`config.mk`:
```
export PLATFORM = sky130hd
export DESIGN_NAME = muldiv_unit
export DESIGN_NICKNAME = d
export VERILOG_FILES = /design/src/rtl/muldiv_unit.sv
export SDC_FILE = /design/constraint.sdc
export NUM_CORES = 2
export LEC_CHECK = 0
export CORE_MARGIN = 4
export CORE_UTILIZATION = 57
export DETAILED_ROUTE_END_ITERATION = 10
export PLACE_DENSITY = 0.92
export SLEW_MARGIN = 20
export SYNTH_ARGS = -nofsm -noshare
export SYNTH_HDL_FRONTEND = slang
export SYNTH_SLANG_ARGS = --single-unit
export TNS_END_PERCENT = 50
```
`constraint.sdc`:
```
create_clock -name clk -period 4.6 [get_ports clk]
set_input_delay 0.92 -clock clk [delete_from_list [all_inputs] [get_ports clk]]
set_output_delay 0.92 -clock clk [all_outputs]
set_load 0.01 [all_outputs]
```
`src/rtl/muldiv_unit.sv`:
```
// muldiv_unit: RV64M execute-stage multiply/divide sequencer.
// MUL/MULW are handed to an external multicycle multiplier over an en/done handshake.
// All divide/remainder ops run on an internal 64-step restoring divider.
// Ports:
//   clk, reset         clock, synchronous active-high reset
//   kill               pipeline flush, aborts the operation in flight
//   req_valid/ready    request handshake (ready only while idle)
//   req_op, req_a/b    decoded M-extension op and rs1/rs2 operands
//   resp_valid/data    one-cycle result pulse, registered result held until the next one
//   mul_en, mul_a/b    external multiplier enable and registered operands
//   mul_c, mul_done    external multiplier product (low 64 bits) and completion
module muldiv_unit (
  input  logic        clk,
  input  logic        reset,
  input  logic        kill,
  input  logic        req_valid,
  output logic        req_ready,
  input  logic [3:0]  req_op,
  input  logic [63:0] req_a,
  input  logic [63:0] req_b,
  output logic        resp_valid,
  output logic [63:0] resp_data,
  output logic        mul_en,
  output logic [63:0] mul_a,
  output logic [63:0] mul_b,
  input  logic [63:0] mul_c,
  input  logic        mul_done
);

  typedef enum logic [2:0] {StIdle, StMulRun, StMulCap, StDivRun, StDivFix, StDone} state_e;

  state_e      state_q, state_d;
  logic [3:0]  op_q, op_d;
  logic        w_q, w_d;
  logic [63:0] mul_a_q, mul_a_d, mul_b_q, mul_b_d;
  logic [63:0] rem_q, rem_d, quo_q, quo_d, dvs_q, dvs_d;
  logic [6:0]  cnt_q, cnt_d;
  logic        qneg_q, qneg_d, rneg_q, rneg_d;
  logic [63:0] resp_data_q, resp_data_d;

  function automatic logic [63:0] sext32(input logic [63:0] x);
    return {{32{x[31]}}, x[31:0]};
  endfunction

  function automatic logic is_rem_op(input logic [3:0] op);
    return (op == 4'd4) || (op == 4'd5) || (op == 4'd8) || (op == 4'd9);
  endfunction

  // Request decode and operand preparation.
  logic        req_w, req_uw, req_signed, req_ovf, sa, sb;
  logic [63:0] a_ext, b_ext, abs_a, abs_b, special_res, special_raw;

  assign req_w      = (req_op == 4'd1) || ((req_op >= 4'd6) && (req_op <= 4'd9));
  assign req_uw     = (req_op == 4'd7) || (req_op == 4'd9);
  assign req_signed = (req_op == 4'd2) || (req_op == 4'd4) || (req_op == 4'd6) ||
                      (req_op == 4'd8);
  assign a_ext = req_uw ? {32'd0, req_a[31:0]} : (req_w ? sext32(req_a) : req_a);
  assign b_ext = req_uw ? {32'd0, req_b[31:0]} : (req_w ? sext32(req_b) : req_b);
  assign sa    = req_signed & a_ext[63];
  assign sb    = req_signed & b_ext[63];
  assign abs_a = sa ? -a_ext : a_ext;
  assign abs_b = sb ? -b_ext : b_ext;
  // Only the 64-bit signed ops can overflow; the W forms fit after extension.
  assign req_ovf = ((req_op == 4'd2) || (req_op == 4'd4)) &&
                   (req_a == 64'h8000_0000_0000_0000) && (req_b == '1);
  assign special_raw = (b_ext == 64'd0) ? (is_rem_op(req_op) ? a_ext : '1)
                                        : (is_rem_op(req_op) ? 64'd0 : a_ext);
  assign special_res = req_w ? sext32(special_raw) : special_raw;

  // One restoring step; the shifted remainder needs a 65th bit for divisors >= 2^63.
  logic [64:0] rem_sh;
  logic        step_ge;
  assign rem_sh  = {rem_q, quo_q[63]};
  assign step_ge = rem_sh >= {1'b0, dvs_q};

  logic [63:0] q_fix, r_fix, fix_res;
  assign q_fix   = qneg_q ? -quo_q : quo_q;
  assign r_fix   = rneg_q ? -rem_q : rem_q;
  assign fix_res = is_rem_op(op_q) ? r_fix : q_fix;

  always_comb begin
    state_d     = state_q;
    op_d        = op_q;
    w_d         = w_q;
    mul_a_d     = mul_a_q;
    mul_b_d     = mul_b_q;
    rem_d       = rem_q;
    quo_d       = quo_q;
    dvs_d       = dvs_q;
    cnt_d       = cnt_q;
    qneg_d      = qneg_q;
    rneg_d      = rneg_q;
    resp_data_d = resp_data_q;
    case (state_q)
      StIdle: begin
        if (req_valid && !kill) begin
          op_d = req_op;
          w_d  = req_w;
          if (req_op <= 4'd1) begin
            mul_a_d = a_ext;
            mul_b_d = b_ext;
            state_d = StMulRun;
          end else if (req_op <= 4'd9) begin
            if ((b_ext == 64'd0) || req_ovf) begin
              resp_data_d = special_res;
              state_d     = StDone;
            end else begin
              rem_d   = 64'd0;
              quo_d   = abs_a;
              dvs_d   = abs_b;
              cnt_d   = 7'd64;
              qneg_d  = sa ^ sb;
              rneg_d  = sa;
              state_d = StDivRun;
            end
          end else begin
            resp_data_d = 64'd0;
            state_d     = StDone;
          end
        end
      end
      StMulRun: if (mul_done) state_d = StMulCap;
      StMulCap: begin
        resp_data_d = w_q ? sext32(mul_c) : mul_c;
        state_d     = StDone;
      end
      StDivRun: begin
        rem_d = step_ge ? (rem_sh[63:0] - dvs_q) : rem_sh[63:0];
        quo_d = {quo_q[62:0], step_ge};
        cnt_d = cnt_q - 7'd1;
        if (cnt_q == 7'd1) state_d = StDivFix;
      end
      StDivFix: begin
        resp_data_d = w_q ? sext32(fix_res) : fix_res;
        state_d     = StDone;
      end
      StDone:  state_d = StIdle;
      default: state_d = StIdle;
    endcase
    // Flush drops the op without touching the visible result.
    if (kill && (state_q != StIdle)) begin
      state_d     = StIdle;
      resp_data_d = resp_data_q;
    end
  end

  always_ff @(posedge clk) begin
    if (reset) begin
      state_q     <= StIdle;
      op_q        <= 4'd0;
      w_q         <= 1'b0;
      mul_a_q     <= 64'd0;
      mul_b_q     <= 64'd0;
      rem_q       <= 64'd0;
      quo_q       <= 64'd0;
      dvs_q       <= 64'd0;
      cnt_q       <= 7'd0;
      qneg_q      <= 1'b0;
      rneg_q      <= 1'b0;
      resp_data_q <= 64'd0;
    end else begin
      state_q     <= state_d;
      op_q        <= op_d;
      w_q         <= w_d;
      mul_a_q     <= mul_a_d;
      mul_b_q     <= mul_b_d;
      rem_q       <= rem_d;
      quo_q       <= quo_d;
      dvs_q       <= dvs_d;
      cnt_q       <= cnt_d;
      qneg_q      <= qneg_d;
      rneg_q      <= rneg_d;
      resp_data_q <= resp_data_d;
    end
  end

  assign req_ready  = (state_q == StIdle);
  assign resp_valid = (state_q == StDone);
  assign mul_en     = (state_q == StMulRun);
  assign resp_data  = resp_data_q;
  assign mul_a      = mul_a_q;
  assign mul_b      = mul_b_q;

endmodule

```
* After elaboration in Yosys (flattened, before gate mapping) *
Cells that the tools add are included.

storage, ports and cells
  register bits = 401
  output and inout bits = 195

cells by class
  mux-type cells = 43
  $lt $le $gt $ge = 4
  equality and inequality tests = 27
  bitwise gates (word level) = 6
  $add $sub $neg = 6
  reduce and logical (&&, ||, !) cells = 31

operators with widths
  kind                                                  number
  two-way mux 64 bit                                    28
  negation 64 bit                                       4
  one-hot mux 64 bit (2 select lines)                   2
  one-hot mux 64 bit (3 select lines)                   1
  equality test 64 bit (second input constant)          2
  greater-or-equal comparator 65 x 64 -> 1 bit          1
  logical NOT 64 bit                                    1
  subtractor 64 bit                                     1
  two-way mux 7 bit                                     4
  equality test 4 x 3 -> 1 bit (second input constant)  6
  two-way mux 3 bit                                     6
  equality test 4 bit (second input constant)           4
  AND reduction 5 bit                                   3
  one-hot mux 7 bit (2 select lines)                    1
  logical OR 1 bit                                      12
  one-hot mux 3 bit (4 select lines)                    1
  equality test 7 x 1 -> 1 bit (second input constant)  1
  subtractor 7 x 1 -> 7 bit (second input constant)     1
  equality test 3 x 2 -> 1 bit (second input constant)  2
  equality test 3 bit (second input constant)           2
  != test 2 x 1 -> 1 bit (second input constant)        3
  != test 2 bit (second input constant)                 3
  AND reduction 3 bit                                   2
  nonzero test 3 bit                                    2
  16 further kinds                                      24

* Logic depth before layout (Yosys ltp) *
  depth after elaboration = 13
  gate-level depth with buffers = 17
  gate-level depth less buffers = 14

* Worst setup path before layout *
Ideal clock, no wire load.

  kind = in2reg
  start point = in req_op[0]
  end point = reg resp_data_q[59], in the netlist resp_data[59]
  slack = 0.854 ns
  arrival time = 3.616 ns
  path buffers = 5
  stages on the path = 15
  setup time = 0.130 ns
  required time = 4.470 ns
  cell sequence = buf_4 > nor4b_4 > buf_6 > buf_6 > a211oi_1 > o21ai_0 > nor4_1 > and3_1 > buf_4 > a21oi_2 > nor2_1 > buf_2 > and3_1 > a2111oi_0 > a21oi_1

on the way
  cells in the longest elaborated chain, start to end = 13

RTL lines
  what                                                                                          RTL line  RTL
  start, declared                                                                               18        input logic [3:0] req_op,
  greater-or-equal comparator 4 x 3 -> 1 bit or less-or-equal comparator 4 bit (tied branches)  53, 103
  logical AND 1 bit                                                                             53        assign req_w = (req_op == 4'd1) || ((req_op >= 4'd6) && (req_op <= 4'd9));
  logical OR 1 bit                                                                              53
  two-way mux 64 bit, on equally long branches (2 in series)                                    58, 57
  logical NOT 64 bit (tied with other cells)                                                    66, 104
  two-way mux 64 bit                                                                            66        assign special_raw = (b_ext == 64'd0) ? (is_rem_op(req_op) ? a_ext : '1)
  two-way mux 64 bit                                                                            68        assign special_res = req_w ? sext32(special_raw) : special_raw;
  two-way mux 64 bit                                                                            104       if ((b_ext == 64'd0) || req_ovf) begin
  two-way mux 64 bit                                                                            103       end else if (req_op <= 4'd9) begin
  two-way mux 64 bit                                                                            99        if (req_op <= 4'd1) begin
  two-way mux 64 bit                                                                            96        if (req_valid && !kill) begin
  one-hot mux 64 bit (3 select lines)                                                           94        case (state_q)
  end signal, assigned                                                                          173       resp_data_q <= resp_data_d;
  end, declared                                                                                 39        logic [63:0] resp_data_q, resp_data_d;

Several ways; a longest one is shown, not always the timed one. The select of a mux whose other input is x is not followed.
A chain may end at the register's enable or synchronous reset.

* Worst setup path in the final report *
  start point = in req_op[2]
  end point = reg resp_data_q[27], in the netlist resp_data[27]

on the way
  cells in the longest elaborated chain, start to end = 13

RTL lines
  what                                                                                          RTL line  RTL
  greater-or-equal comparator 4 x 3 -> 1 bit or less-or-equal comparator 4 bit (tied branches)  53, 103
  logical AND 1 bit                                                                             53
  logical OR 1 bit                                                                              53
  two-way mux 64 bit (2 in series)                                                              58        assign b_ext = req_uw ? {32'd0, req_b[31:0]} : (req_w ? sext32(req_b) : req_b);
  logical NOT 64 bit                                                                            66, 104
  two-way mux 64 bit                                                                            66
  two-way mux 64 bit                                                                            68
  two-way mux 64 bit                                                                            104
  two-way mux 64 bit                                                                            103
  two-way mux 64 bit                                                                            99
  two-way mux 64 bit                                                                            96
  one-hot mux 64 bit (3 select lines)                                                           94

Several ways; a longest one is shown, not always the timed one. The select of a mux whose other input is x is not followed.

==> results_tabular.tex <==
\begin{tabular}{lr}
\hline
Metric & Value \\
\hline
\multicolumn{2}{l}{\textbf{Run status}} \\
Result of the run & complete, no violations \\
\multicolumn{2}{l}{\textbf{Setup path}} \\
Reg2reg start & quo\_q[63] \\
Critical path origin & req\_op[2] \\
Slack of the worst reg-to-reg path & 0.54 ns \\
Critical register-to-register path endpoint & rem\_q[60] \\
Count of buffer and inverter cells on the critical path & 5 \\
Crit path max-delay cell type & sky130\_fd\_sc\_hd\_\_a2111oi\_0 \\
Critical path arrival & 4.81 ns \\
Critical path class & primary input to flop \\
Kind of start point of the critical path & primary input \\
Cells along the critical path & clkdlybuf4s50\_1 > buf\_4 > xor2\_2 > buf\_12 > nand2\_1 > and4b\_1 > and4b\_1 > and4b\_1 > a21oi\_2 > nor2\_1 > buf\_4 > o21a\_1 > a2111oi\_0 > buf\_4 > a211oi\_1 \\
Highest net fanout along the worst path & 25 \\
Required time of the critical path & 5.02 ns \\
Crit path capture type & flop \\
Depth of the worst register-to-register path & 14 \\
Cell class contributing the biggest share of worst-path delay & buffers and inverters \\
Max incr delay on CP & 0.70 ns \\
\multicolumn{2}{l}{\textbf{Synthesis}} \\
Number of different library cells in the post-synthesis netlist & 94 \\
Most area-hungry cell type in the Yosys netlist & sky130\_fd\_sc\_hd\_\_dfxtp\_1 \\
Sequential element share of the synthesized area & 27.60\% \\
Synthesized area divided by synthesized cell count & 7.181 um\^{}2 \\
Number of warning messages in the yosys log & 0 \\
FFs w/ async S/R, synth & 0\% \\
Synth top area cells & sky130\_fd\_sc\_hd\_\_dfxtp\_1 28\%, sky130\_fd\_sc\_hd\_\_nand2\_1 7.8\%, sky130\_fd\_sc\_hd\_\_a21oi\_1 7.3\%, sky130\_fd\_sc\_hd\_\_nor2\_1 5.0\%, sky130\_fd\_sc\_hd\_\_xnor2\_1 4.9\% \\
Top flip-flop cell by instance count after synthesis & sky130\_fd\_sc\_hd\_\_dfxtp\_1 \\
Register bit total from synthesis & 400 \\
Number of instances in the synthesized netlist & 4040 \\
Count of flip-flops with a built-in enable after synthesis & 0 \\
Fraction of post-synthesis cell area in the top cell type by area & 27.60\% \\
Cell Area, Synth & 0.02901 mm\^{}2 \\
Number of nets in the synthesized netlist & 4313 \\
\multicolumn{2}{l}{\textbf{Detailed routing}} \\
Routed wire length per instance & 25.06 um \\
DRT iter0 DRCs & 6403 \\
Max layer used & met5 \\
Number of search-and-repair iterations in the first detailed-routing pass & 9 \\
Routed metal-1 wirelength & 48900 um \\
Antenna Violating Nets Remaining & 0 \\
Routed length on met2 & 51460 um \\
Total length of routed wires & 129100 um \\
DR WL met3 & 20920 um \\
Number of remaining DRC errors & 0 \\
Vias after detailed routing & 34469 \\
Via density per instance & 6.692 \\
\multicolumn{2}{l}{\textbf{Die}} \\
Core area & 0.05027 mm\^{}2 \\
Std cell rows & 82 \\
Y dimension of the die & 233.6 um \\
IO Pins & 396 \\
Die width & 233.6 um \\
Die ar. & 0.05457 mm\^{}2 \\
Initial Utilization & 57.71\% \\
\multicolumn{2}{l}{\textbf{Placed design}} \\
Post-placement worst setup slack & -0.1764 ns \\
Weighted congestion at the end of routability-driven global placement & 1.117 \\
Half-perimeter wire length after detailed placement & 98840 um \\
Number of placed instances with taps included & 5063 \\
Number of buffers added on ports & 395 \\
\multicolumn{2}{l}{\textbf{Min path}} \\
Worst-case hold path end point & mul\_a[31] \\
Origin of the worst min-delay path & mul\_a[31] \\
Type of the worst min-delay path & flop to flop \\
Count of cells along the worst hold path & 2 \\
\multicolumn{2}{l}{\textbf{Clocking}} \\
Post-CTS Setup Inserts & 0 \\
Clock tree from TritonCTS & done \\
Count of cells resized by post-cts repair & 0 \\
Clock root cell & sky130\_fd\_sc\_hd\_\_clkbuf\_16 \\
Clock latency at the later pin of the worst-skew pair & 0.61 ns \\
Hold\_buf cts & 0 \\
\# H-tree levels & 2 \\
CTS Buffer Depth & 3 \\
Clock slew seen by the registers of the worst setup and hold paths & 0.06 ns \\
Count of clock tree sinks & 400 \\
Total CTS buffers & 44 \\
\multicolumn{2}{l}{\textbf{GRT}} \\
Vias in the first global route & 31206 \\
Global router's overall resource usage & 44.78\% \\
Pin count of the biggest net entering global routing & 143 \\
Wire length of the first global-routing pass & 189300 um \\
Antenna violations before repair & 8 \\
Overflow left after global routing & 0 \\
\multicolumn{2}{l}{\textbf{STA}} \\
Worst clock skew on the final layout & 0.03612 ns \\
Final number of hold-violating endpoints & 0 \\
Post-route minimum period & 4.394 ns \\
Crit share post-route & 95.53\% \\
Setup slack after layout & 0.2057 ns \\
Tightest Pin Transition & 1.132 ns \\
Count of final setup violators & 0 \\
Maximum frequency from static timing analysis & 0.2276 GHz \\
Relative max-transition margin & 24.52\% \\
Unrepaired setup endpoints after global routing & no \\
Count of pins over their slew limit & 0 \\
\multicolumn{2}{l}{\textbf{Layout}} \\
Utilization after layout & 72.50\% \\
Layout cells sized above 1 & 9.705\% \\
Number of nets in the final layout & 4710 \\
Commonest cells after routing, fill and taps aside & 600 x sky130\_fd\_sc\_hd\_\_nand2\_1, 424 x sky130\_fd\_sc\_hd\_\_a21oi\_1, 399 x sky130\_fd\_sc\_hd\_\_dfxtp\_1 \\
Syn-to-layout area delta & 25.64\% \\
Most common cell after layout, fill and taps aside & sky130\_fd\_sc\_hd\_\_nand2\_1 \\
Non-filler instance count after layout & 5151 \\
\multicolumn{2}{l}{\textbf{Flow run}} \\
Max-cap violation count & 0 \\
\multicolumn{2}{l}{\textbf{Power}} \\
Static power due to leakage & 13.73 nW \\
Cell area power density & 300.0 mW/mm\^{}2 \\
Worst-case vdd ir drop & 0.2458 mV \\
Total power after layout & 0.01094 W \\
\hline
\end{tabular}
[metal layers]
| layer | up-vias | track usage (%) |
|---|---|---|
| met5 | - | 1.746 |
| met4 | 6 | 20.39 |
| met3 | 521 | 18.10 |
| met2 | 2745 | 62.31 |
| met1 | 15907 | 60.22 |
| li1 | 15290 | - |
[Yosys cell counts (9+ instances only)]
| master | count |
|---|---|
| sky130_fd_sc_hd__nand2_1 | 602 |
| sky130_fd_sc_hd__a21oi_1 | 425 |
| sky130_fd_sc_hd__dfxtp_1 | 400 |
| sky130_fd_sc_hd__nor2_1 | 387 |
| sky130_fd_sc_hd__o21ai_0 | 263 |
| sky130_fd_sc_hd__clkbuf_1 | 239 |
| sky130_fd_sc_hd__xnor2_1 | 163 |
| sky130_fd_sc_hd__xor2_1 | 138 |
| sky130_fd_sc_hd__a211oi_1 | 124 |
| sky130_fd_sc_hd__inv_1 | 123 |
| sky130_fd_sc_hd__nor3_1 | 103 |
| sky130_fd_sc_hd__o211ai_1 | 72 |
| sky130_fd_sc_hd__ha_1 | 71 |
| sky130_fd_sc_hd__o31ai_1 | 70 |
| sky130_fd_sc_hd__nand4_1 | 58 |
| sky130_fd_sc_hd__nand3_1 | 54 |
| sky130_fd_sc_hd__a221oi_1 | 47 |
| sky130_fd_sc_hd__buf_2 | 43 |
| sky130_fd_sc_hd__mux2i_1 | 42 |
| sky130_fd_sc_hd__o21a_1 | 42 |
| sky130_fd_sc_hd__a21o_1 | 40 |
| sky130_fd_sc_hd__or4_1 | 34 |
| sky130_fd_sc_hd__nor4_1 | 32 |
| sky130_fd_sc_hd__or3_1 | 32 |
| sky130_fd_sc_hd__o41ai_1 | 31 |
| sky130_fd_sc_hd__nand2b_1 | 30 |
| sky130_fd_sc_hd__o21ai_1 | 30 |
| sky130_fd_sc_hd__a31oi_1 | 28 |
| sky130_fd_sc_hd__a2111oi_0 | 25 |
| sky130_fd_sc_hd__and2_1 | 21 |
| sky130_fd_sc_hd__and3_1 | 18 |
| sky130_fd_sc_hd__buf_1 | 15 |
| sky130_fd_sc_hd__buf_4 | 14 |
| sky130_fd_sc_hd__o21bai_1 | 14 |
| sky130_fd_sc_hd__a22oi_1 | 12 |
| sky130_fd_sc_hd__nor2b_1 | 12 |
| sky130_fd_sc_hd__buf_6 | 11 |
| sky130_fd_sc_hd__nand4b_1 | 10 |
| sky130_fd_sc_hd__o22ai_1 | 9 |
[how the worst max path moves through the flow]
stage | end | cells past startpoint
CTS | resp_data[27] | 15
floorplan | resp_data[59] | 15
global route | resp_data[27] | 15
detailed placement | resp_data[27] | 15
global placement | resp_data[27] | 15
finish | resp_data[27] | 15
[worst min-delay path: cells and delay by family, from the launching register on]
| family | cells | cell delay (ns) |
|---|---|---|
| simple gates | 1 | 0.05 |
| flops | 1 | 0.31 |
| compound gates | 1 | 0.05 |
[cell families (layout without fill, tap and decap cells)]
logic type	count (synthesis)	count (layout)	share of synthesized area [%]
AOI/OAI and AO/OA	1307	1307	28.47
xor gates and xnor gates	301	301	9.087
adders and majority gates	76	76	3.269
buffers and inverters	446	878	6.422
DFF	400	400	27.60
muxes	47	47	1.643
other	0	7	0
and+or+nand+nor	1463	1463	23.51
[sequential cells by signal (all words and copies together), names as in the netlist]
register / count
qneg_q: 1
rneg_q: 1
op_q: 3
cnt_q: 7
quo_q: 64
mul_b: 64
rem_q: 64
dvs_q: 64
resp_data: 64
mul_a: 64
state_q: 3
w_q: 1
[through the flow]
| step | hold WS (ns) | area (um^2) | TNS, ns |
|---|---|---|---|
| 2_1_floorplan | 0.4319 | 29010 | 0 |
| 3_3_place_gp | 0.4403 | 34890 | -0.2460 |
| 3_5_place_dp | 0.4475 | 34890 | -1.893 |
| 4_1_cts | 0.4557 | 36430 | 0 |
| 5_1_grt | 0.4627 | 36440 | 0 |
| 6_report | 0.4534 | 36450 | 0 |
[power breakdown]
group / internal [W] / switching (W) / total, W
clock network: 0.00219 / 0.00166 / 0.00384
logic: 0.00129 / 0.00199 / 0.00328
registers: 0.00363 / 0.000181 / 0.00382
[cell type report]
class / count / area [um^2]
diodes: 7 / 17.52
clock buffers: 57 / 1261
clock inverters: 24 / 284.0
fillers: 3982 / 13820
inverters: 124 / 465.4
multi-input cells: 3194 / 19230
flip-flops and latches: 400 / 8009
well taps: 672 / 840.8
repair buffers: 673 / 6341
Note: power is estimated with default switching activity, not from simulation.
